File: config.mk
export PLATFORM = sky130hd
export DESIGN_NAME = exe_stage_pipe
export DESIGN_NICKNAME = d
export VERILOG_FILES = /design/src/rtl/exe_stage_pipe.sv
export SDC_FILE = /design/constraint.sdc
export NUM_CORES = 2
export LEC_CHECK = 0
export CAP_MARGIN = 30
export CORE_MARGIN = 5
export CORE_UTILIZATION = 57
export CTS_CLUSTER_SIZE = 8
export DETAILED_ROUTE_END_ITERATION = 6
export HOLD_SLACK_MARGIN = 0.1
export PLACE_DENSITY = 0.77
export SKIP_CTS_REPAIR_TIMING = 1
export SLEW_MARGIN = 20
export SYNTH_ARGS = -nofsm -noshare
export SYNTH_HDL_FRONTEND = slang
export SYNTH_SLANG_ARGS = --single-unit
File: constraint.sdc
create_clock -name clk -period 11.6 [get_ports clk]
set_input_delay 3.48 -clock clk [delete_from_list [all_inputs] [get_ports clk]]
set_output_delay 3.48 -clock clk [all_outputs]
set_load 0.005 [all_outputs]
File: src/rtl/exe_stage_pipe.sv
// Registered ARM execute stage: Val2 generation, ALU, multi-cycle MUL/MLA and branch target,
// feeding an EXE/MEM output register with valid/ready flow control on both sides.
module exe_stage_pipe #(
  parameter int DATA_W     = 32,
  parameter int IMM_W      = 24,
  parameter int MUL_CYCLES = 4
) (
  input  logic              clk,
  input  logic              rst,
  input  logic              flush,
  input  logic              in_valid,
  output logic              in_ready,
  input  logic [3:0]        exec_cmd,
  input  logic              is_mul,
  input  logic              accumulate,
  input  logic              mem_read_enable,
  input  logic              mem_write_enable,
  input  logic              immidiate,
  input  logic [3:0]        Status,
  input  logic [11:0]       shift_operand,
  input  logic [IMM_W-1:0]  Signed_immidiate_24,
  input  logic [DATA_W-1:0] PC_in,
  input  logic [DATA_W-1:0] Val_Rn,
  input  logic [DATA_W-1:0] Val_Rm,
  input  logic [DATA_W-1:0] Val_Ra,
  output logic              out_valid,
  input  logic              out_ready,
  output logic [DATA_W-1:0] alu_out,
  output logic [3:0]        Status_out,
  output logic [DATA_W-1:0] jump_addr,
  output logic              dbg_state
);

  // Handshake: a transfer happens on a rising edge where valid && ready; valid never
  // depends on ready, and a held result keeps its data stable until it is taken.
  typedef enum logic {IDLE, MUL} state_t;

  localparam bit FAST_MUL = (MUL_CYCLES == 1);
  localparam int CNT_W    = $clog2(MUL_CYCLES + 1);
  localparam logic [CNT_W-1:0] CNT_LOAD = CNT_W'(MUL_CYCLES - 1);

  state_t            state, state_next;
  logic [CNT_W-1:0]  cnt;
  logic [DATA_W-1:0] mul_a, mul_b, mul_c;
  logic [1:0]        mul_st;
  logic              accept, load_out, start_mul;

  assign in_ready  = (state == IDLE) && (!out_valid || out_ready);
  assign accept    = in_valid && in_ready;
  assign dbg_state = (state == MUL);

  // Operand 2
  logic [31:0]       imm32, imm_rot;
  logic [4:0]        rot, sh_amt;
  logic [DATA_W-1:0] val2, rm_asr;

  assign imm32   = {24'b0, shift_operand[7:0]};
  assign rot     = {shift_operand[11:8], 1'b0};
  assign imm_rot = (imm32 >> rot) | (imm32 << (6'd32 - {1'b0, rot}));
  assign sh_amt  = shift_operand[11:7];
  assign rm_asr  = $signed(Val_Rm) >>> sh_amt;

  always_comb begin
    val2 = Val_Rm;
    if (immidiate) begin
      val2 = DATA_W'(imm_rot);
    end else if (mem_read_enable || mem_write_enable) begin
      val2 = DATA_W'(shift_operand);
    end else begin
      case (shift_operand[6:5])
        2'b00:   val2 = Val_Rm << sh_amt;
        2'b01:   val2 = Val_Rm >> sh_amt;
        2'b10:   val2 = rm_asr;
        default: val2 = (Val_Rm >> sh_amt) | (Val_Rm << (7'(DATA_W) - {2'b0, sh_amt}));
      endcase
    end
  end

  // ALU: subtraction is Rn + ~Val2 + carry, so the carry-out is already NOT borrow
  logic [DATA_W:0]   sum;
  logic [DATA_W-1:0] b_op, alu_res;
  logic              c_in, arith, logic_op;
  logic [3:0]        alu_flags;

  always_comb begin
    b_op      = val2;
    c_in      = 1'b0;
    arith     = 1'b0;
    logic_op  = 1'b0;
    alu_res   = '0;
    alu_flags = Status;
    case (exec_cmd)
      4'b0011: c_in = Status[1];
      4'b0100: begin b_op = ~val2; c_in = 1'b1; end
      4'b0101: begin b_op = ~val2; c_in = Status[1]; end
      default: ;
    endcase
    sum = {1'b0, Val_Rn} + {1'b0, b_op} + {{DATA_W{1'b0}}, c_in};
    case (exec_cmd)
      4'b0001: begin alu_res = val2;          logic_op = 1'b1; end
      4'b1001: begin alu_res = ~val2;         logic_op = 1'b1; end
      4'b0110: begin alu_res = Val_Rn & val2; logic_op = 1'b1; end
      4'b0111: begin alu_res = Val_Rn | val2; logic_op = 1'b1; end
      4'b1000: begin alu_res = Val_Rn ^ val2; logic_op = 1'b1; end
      4'b0010, 4'b0011, 4'b0100, 4'b0101: begin
        alu_res = sum[DATA_W-1:0];
        arith   = 1'b1;
      end
      default: ;
    endcase
    if (arith) begin
      alu_flags = {alu_res[DATA_W-1], alu_res == '0, sum[DATA_W],
                   (Val_Rn[DATA_W-1] == b_op[DATA_W-1]) && (alu_res[DATA_W-1] != Val_Rn[DATA_W-1])};
    end else if (logic_op) begin
      alu_flags = {alu_res[DATA_W-1], alu_res == '0, Status[1:0]};
    end
  end

  // One multiplier: live operands for the single-cycle case, latched ones while in MUL
  logic [DATA_W-1:0] mul_x, mul_y, mul_acc, mul_res, res_d;
  logic [1:0]        mul_cv;
  logic [3:0]        flags_d;
  logic              use_mul;

  assign mul_x   = (state == MUL) ? mul_a : Val_Rn;
  assign mul_y   = (state == MUL) ? mul_b : Val_Rm;
  assign mul_acc = (state == MUL) ? mul_c : (accumulate ? Val_Ra : '0);
  assign mul_cv  = (state == MUL) ? mul_st : Status[1:0];
  assign mul_res = mul_x * mul_y + mul_acc;
  assign use_mul = (state == MUL) || is_mul;
  assign res_d   = use_mul ? mul_res : alu_res;
  assign flags_d = use_mul ? {mul_res[DATA_W-1], mul_res == '0, mul_cv} : alu_flags;

  logic [DATA_W-1:0] imm_ext, target;
  assign imm_ext = DATA_W'($signed(Signed_immidiate_24));
  assign target  = PC_in + imm_ext;

  always_comb begin
    state_next = state;
    load_out   = 1'b0;
    start_mul  = 1'b0;
    case (state)
      IDLE: if (accept) begin
        if (is_mul && !FAST_MUL) begin
          state_next = MUL;
          start_mul  = 1'b1;
        end else begin
          load_out = 1'b1;
        end
      end
      MUL: if (cnt == '0) begin
        state_next = IDLE;
        load_out   = 1'b1;
      end
      default: state_next = IDLE;
    endcase
    if (flush) state_next = IDLE;
  end

  always_ff @(posedge clk) begin
    if (rst) state <= IDLE;
    else     state <= state_next;
  end

  always_ff @(posedge clk) begin
    if (rst) begin
      out_valid  <= 1'b0;
      alu_out    <= '0;
      Status_out <= '0;
      jump_addr  <= '0;
      cnt        <= '0;
      mul_a      <= '0;
      mul_b      <= '0;
      mul_c      <= '0;
      mul_st     <= '0;
    end else if (flush) begin
      out_valid <= 1'b0;
      cnt       <= '0;
    end else begin
      if (out_valid && out_ready) out_valid <= 1'b0;
      if (load_out) begin
        out_valid  <= 1'b1;
        alu_out    <= res_d;
        Status_out <= flags_d;
      end
      if (accept) jump_addr <= {target[DATA_W-1:2], 2'b00};
      if (start_mul) begin
        mul_a  <= Val_Rn;
        mul_b  <= Val_Rm;
        mul_c  <= accumulate ? Val_Ra : '0;
        mul_st <= Status[1:0];
        cnt    <= CNT_LOAD;
      end else if (state == MUL && cnt != '0) begin
        cnt <= cnt - 1'b1;
      end
    end
  end

endmodule

## Yosys cells after proc, flatten, opt, wreduce, memory -nomap -nowiden

Cells that the tools add are included.

| storage, ports and cells | value |
|---|---|
| bits in registers | 169 |
| latch bits | 0 |
| memory bits (writable) | 0 |
| memory bits (read-only) | 0 |
| bits of input ports | 182 |
| logic and storage cells | 101 |
| memories kept | 0 |

| cells by class | value |
|---|---|
| $add $sub $neg | 7 |
| multipliers | 1 |
| div/mod/pow operators | 0 |
| magnitude comparators | 0 |
| eq/ne operators | 13 |
| shifts and indexed selects | 6 |
| multiplexer cells | 30 |
| bitwise operators | 8 |
| reductions and logical operators | 25 |

Operators by type and width:

| cell | count |
|---|---|
| 32-bit two-way mux | 8 |
| 32-bit case mux with 6 select lines | 1 |
| 32-bit bitwise OR | 3 |
| 32-bit case mux with 3 select lines | 1 |
| 32-bit adder | 2 |
| 32-bit zero test | 2 |
| 32-bit by 32-bit adder with 33-bit output | 1 |
| 33-bit by 1-bit adder with 33-bit output | 1 |
| 32-bit AND | 1 |
| 32-bit by 32-bit multiplier with 32-bit output | 1 |
| 32-bit inverter | 1 |
| 32-bit by 5-bit << shifter with 32-bit output | 1 |
| 32-bit by 7-bit << shifter with 32-bit output | 1 |
| 8-bit by 6-bit << shifter with 32-bit output | 1 |
| 32-bit by 5-bit >> shifter with 32-bit output | 1 |
| 8-bit by 5-bit >> shifter with 32-bit output | 1 |
| 32-bit by 5-bit >>> shifter with 32-bit output | 1 |
| 32-bit bitwise XOR | 1 |
| 4-bit by 3-bit equality test with 1-bit output (second input constant) | 4 |
| 4-bit two-way mux | 3 |
| 1-bit two-way mux | 11 |
| 4-bit by 2-bit equality test with 1-bit output (second input constant) | 2 |
| 4-bit equality test (second input constant) | 2 |
| 6-bit by 5-bit subtractor with 7-bit output (first input constant) | 1 |
| 22 further kinds | 38 |

## Logic depth before layout (Yosys ltp)

| logic depth | value |
|---|---|
| depth after elaboration | 15 |
| gate-level depth with buffers | 37 |
| depth with buffers taken out | 30 |

## Least setup slack after synthesis

Ideal clock, no wire load.

| timing | value |
|---|---|
| kind | input-to-reg |
| from | input Val_Rm[4] |
| to | register Status_out[2] |
| setup time | 88 ps |
| arrival | 11022 ps |
| setup slack | 490 ps |
| stages on the path | 27 |
| cells stage by stage | clkbuf_1 -> clkbuf_1 -> mux2_2 -> clkbuf_1 -> nand2_1 -> fa_1 -> fa_1 -> fa_1 -> fa_1 -> fa_1 -> fa_1 -> fa_1 -> fa_1 -> inv_1 -> ha_1 -> a2111oi_0 -> o21ai_0 -> o21a_1 -> a21o_1 -> a211oi_1 -> xor2_1 -> nand3_1 -> nor4_1 -> nand4_1 -> nor4_1 -> nand4_1 -> a311oi_2 |

| on the way | value |
|---|---|
| cells in the longest elaborated chain, start to end | 14 |
| elaborated cells on any way between the ends | 24 |

RTL lines:

| element | RTL line | source |
|---|---|---|
| from (decl) | 24 | `input logic [DATA_W-1:0] Val_Rm,` |
| 32-bit by 7-bit << shifter with 32-bit output / 32-bit by 5-bit >> shifter with 32-bit output (equally long branches) | 74, 72 |  |
| 32-bit bitwise OR | 74 | `default: val2 = (Val_Rm >> sh_amt) \| (Val_Rm << (7'(DATA_W) - {2'b0, sh_amt}));` |
| 32-bit case mux with 3 select lines | 70 | `case (shift_operand[6:5])` |
| 32-bit two-way mux | 67 | `end else if (mem_read_enable \|\| mem_write_enable) begin` |
| 32-bit two-way mux | 65 | `if (immidiate) begin` |
| 32-bit inverter | 94, 95, 101 |  |
| 32-bit two-way mux | -- |  |
| 32-bit by 32-bit adder with 33-bit output | 98 | `sum = {1'b0, Val_Rn} + {1'b0, b_op} + {{DATA_W{1'b0}}, c_in};` |
| 33-bit by 1-bit adder with 33-bit output | 98 |  |
| 32-bit case mux with 6 select lines | 99 | `case (exec_cmd)` |
| 32-bit zero test | 112, 115 |  |
| 4-bit two-way mux | 114 | `end else if (logic_op) begin` |
| 4-bit two-way mux | 111 | `if (arith) begin` |
| 4-bit two-way mux * | 132 | `assign flags_d = use_mul ? {mul_res[DATA_W-1], mul_res == '0, mul_cv} : alu_flags;` |
| to (signal assigned) | 184 | `Status_out <= flags_d;` |
| to (decl) | 29 | `output logic [3:0] Status_out,` |

Every way passes the cells marked *; elsewhere a longest branch is shown, timed or not.
A chain may end at the register's enable or synchronous reset.

## Worst setup path in the final report

| timing | value |
|---|---|
| from | input Val_Rm[4] |
| to | register alu_out[30] |

| on the way | value |
|---|---|
| cells in the longest elaborated chain, start to end | 11 |
| elaborated cells on any way between the ends | 20 |

RTL lines:

| element | RTL line | source |
|---|---|---|
| 32-bit by 7-bit << shifter with 32-bit output / 32-bit by 5-bit >> shifter with 32-bit output (equally long branches) | 74, 72 |  |
| 32-bit bitwise OR | 74 |  |
| 32-bit case mux with 3 select lines | 70 |  |
| 32-bit two-way mux | 67 |  |
| 32-bit two-way mux | 65 |  |
| 32-bit inverter | 94, 95, 101 |  |
| 32-bit two-way mux | -- |  |
| 32-bit by 32-bit adder with 33-bit output | 98 |  |
| 33-bit by 1-bit adder with 33-bit output | 98 |  |
| 32-bit case mux with 6 select lines | 99 |  |
| 32-bit two-way mux * | 131 | `assign res_d = use_mul ? mul_res : alu_res;` |
| to (signal assigned) | 183 | `alu_out <= res_d;` |
| to (decl) | 28 | `output logic [DATA_W-1:0] alu_out,` |

Marked as above.

==> parameters.txt <==
Parameter                              Value

Status
  Result of the run    finished with violations
  Violations in the final reports    design-rule violations

Placed design
  Final weighted congestion in routability-driven placement    between 1 and 1.5
  HPWL after detailed placement    148700 µm
  Pre-CTS setup slack    -0.3519 ns
  Quantity of I/O buffers inserted on ports    between 200 and 300
  Instance count after placement with tap cells included    6113
  Instance area at placement    44910 µm²

Finish
  Number of nets in the layout    slightly above 6k
  Area Overhead vs Synth    20.76%
  Most common cell after layout, fill and taps aside    nand2_1
  Post-route core utilization    0.6948
  # fillers    5035
  Fin area    45760 µm²
  Layout cell share with drive strength beyond 1    0.1724
  Number of standard cells in the layout, taps in and fillers out    ~6k
  Commonest non-fill, non-tap cells in the layout    nand2_1 (808), buf_4 (599), fa_1 (436)

Logic synthesis
  Mapped Avg Cell Area    about 8.1 µm²
  Async S/R FF share, synth    0
  Number of synthesized register bits    around 170
  Synth Flop Type    dfxtp_1
  Seq/Total Area, Yosys    0.08928
  Count of flip-flops with a built-in enable after synthesis    0
  Cell variety after synth    around 130
  Number of standard cells after synthesis    4704
  Post-synthesis instance area    about 38000 µm²
  Synth warnings    0

Detailed routing
  Post-route DRC violation count    51
  Number of DRC markers after the initial detailed-route iteration    6805
  Via count    41.83k
  Routed WL per cell    between 30 and 40 µm
  Residual antenna-violating net count after detailed routing    0
  Detailed-route wire length    ~190000 µm
  Count of TritonRoute iterations in the first routing pass    7
  Vias per cell    roughly 6.8

Clock tree
  Num CTS Buffers    17
  Clk root buf    clkbuf_16
  Clk Latency, worst-skew pair    ~0.50 ns
  Max Root-Sink Buffers    2
  TritonCTS clock tree    yes
  Number of clock sinks seen by CTS    about 170
  Htree depth    4
  Clock-pin slew on the worst setup and hold paths    roughly 0.10 ns

STA
  Final Hold Fails    0
  # setup viols final    0
  Setup WS post-layout    around 0.0039 ns
  Clock skew after layout    approximately 0.02 ns
  Max Clock Freq    86.24 MHz
  Slew @ Worst Pin    between 1 and 1.5 ns
  Minimum clock period    11.60 ns
  Count of pins over their slew limit    0
  Fraction of the cycle the final worst path needs    0.9997
  Max transition margin    0.1986

Global route
  Initial antenna violation count    8
  Global-route wire length before repair    ~270000 µm
  Via count of the first global-routing pass    40.92k
  Maximum number of pins on one net before global-route repair    101
  Remaining global-route overflow    0
  GRT Overall Usage    0.4997

Critical path
  Category of the most critical setup path    in2reg
  Maximum net fanout on the critical path    12
  Slowest cell on the critical path    fa_1
  CP max stage delay    about 0.63 ns
  Endpoint type of the worst setup path    flop
  Crit-path most repeated cell    fa_1
  Critical Path AT    approximately 12 ns
  Startpoint type of the worst setup path    input pin
  Required time reported for the critical path endpoint    around 12 ns

Floorplanning
  Starting density of the core    0.5754
  Num ports    approximately 250
  Std-Cell Core Area    65860 µm²
  Chip width    ~270 µm
  Full die area    roughly 72000 µm²
  Die extent in y    roughly 270 µm
  Standard-cell row count    between 90 and 100

Flow run
  Number of max-capacitance violations reported    0

Worst hold path
  Path class of the lowest-slack min-delay path    reg2reg
## metal layers
metal	wire length [µm]	global-route usage	share of wire
met5	437	0.02241	0.0024
met2	74860	0.7179	0.40
met4	13930	0.2529	0.075
met3	29750	0.2173	0.16
met1	66450	0.6421	0.36
## final timing paths
kind	startpoint	end	slack, ns	depth (start not counted)
worst max-delay path	Val_Rm[4]	alu_out[30]	0.004	32
worst min-delay path	mul_a[12]	mul_a[12]	0.46	2
worst max register to register	dbg_state	alu_out[30]	1.95	31
worst min register to register	mul_a[12]	mul_a[12]	0.46	2
## Yosys cell counts, types with 10 or more instances
cell / instances / share of area
a2111oi_0: 11 / 0.0025
a211oi_1: 45 / 0.0089
a21o_1: 35 / 0.0069
a21oi_1: 323 / 0.043
a221oi_1: 10 / 0.0023
a222oi_1: 12 / 0.0032
a22oi_1: 29 / 0.0057
a311oi_1: 11 / 0.0025
a31oi_1: 25 / 0.0041
and2_1: 21 / 0.0035
and3_1: 21 / 0.0035
buf_1: 28 / 0.0028
buf_2: 41 / 0.0054
buf_4: 14 / 0.0028
buf_6: 26 / 0.0077
clkbuf_1: 214 / 0.021
dfxtp_1: 169 / 0.089
fa_1: 440 / 0.23
ha_1: 254 / 0.084
inv_1: 414 / 0.041
mux2_2: 75 / 0.022
mux2i_1: 195 / 0.052
mux4_2: 62 / 0.037
nand2_1: 809 / 0.080
nand2b_1: 39 / 0.0064
nand3_1: 107 / 0.014
nand4_1: 27 / 0.0045
nor2_1: 402 / 0.040
nor2b_1: 32 / 0.0053
nor3_1: 58 / 0.0077
nor4_1: 16 / 0.0026
o2111ai_1: 14 / 0.0032
o211ai_1: 34 / 0.0067
o21a_1: 33 / 0.0065
o21ai_0: 134 / 0.018
o21ai_1: 13 / 0.0017
o21bai_1: 12 / 0.0024
o221ai_1: 14 / 0.0032
o22ai_1: 37 / 0.0061
o31a_1: 15 / 0.0035
o31ai_1: 20 / 0.0040
or2_2: 18 / 0.0030
or3_1: 20 / 0.0033
xnor2_1: 129 / 0.030
xor2_1: 50 / 0.012
## critical path: cells and delay by family
kind	cells	cell delay [ns]
xor+xnor	1	0.31
buf+inv	8	1.44
simple gates	3	0.43
compound gates	10	1.90
mux	1	0.39
fa+ha+maj	9	3.97
## cell families (layout without fill, tap and decap cells)
| group | after synthesis | in the layout | share of synthesized area |
|---|---|---|---|
| other | 1 | 7 | 0.00009896 |
| xor gates and xnor gates | 182 | 182 | 0.04266 |
| buffers and inverters | 747 | 1327 | 0.08377 |
| adders and majority gates | 694 | 694 | 0.3163 |
| muxes | 344 | 344 | 0.1163 |
| AOI/OAI and AO/OA | 950 | 950 | 0.1667 |
| and+or+nand+nor | 1617 | 1617 | 0.1848 |
| DFF | 169 | 169 | 0.08928 |
## registers in the layout, indices dropped and copies added (netlist names), 2 cells and up
register    count
alu_out        32
mul_a          32
mul_b          32
mul_c          32
jump_addr      30
Status_out      4
cnt             3
mul_st          2
## stage by stage
stage	TNS (ns)	hold slack, ns
6_report	0	0.4567
4_1_cts	0	0.4578
2_1_floorplan	0	0.4329
5_1_grt	-0.3141	0.4806
3_3_place_gp	-0.4936	0.4371
3_5_place_dp	-1.170	0.4454
## final cells by class
class	instances	area (µm²)	share of cell area
clock inverter	15	215.2	0.004703
timing repair buffer	881	7592	0.1659
sequential	169	3387	0.07401
tap	864	1081	0.02362
clock buffer	17	425.4	0.009296
multi-input combinational	3789	31500	0.6882
antenna	5	12.51	0.0002734
inverter	414	1554	0.03396
Power is left out: the tool's default activity adds up to more than one toggle a clock period on the data nets, which glitch-free logic cannot reach.
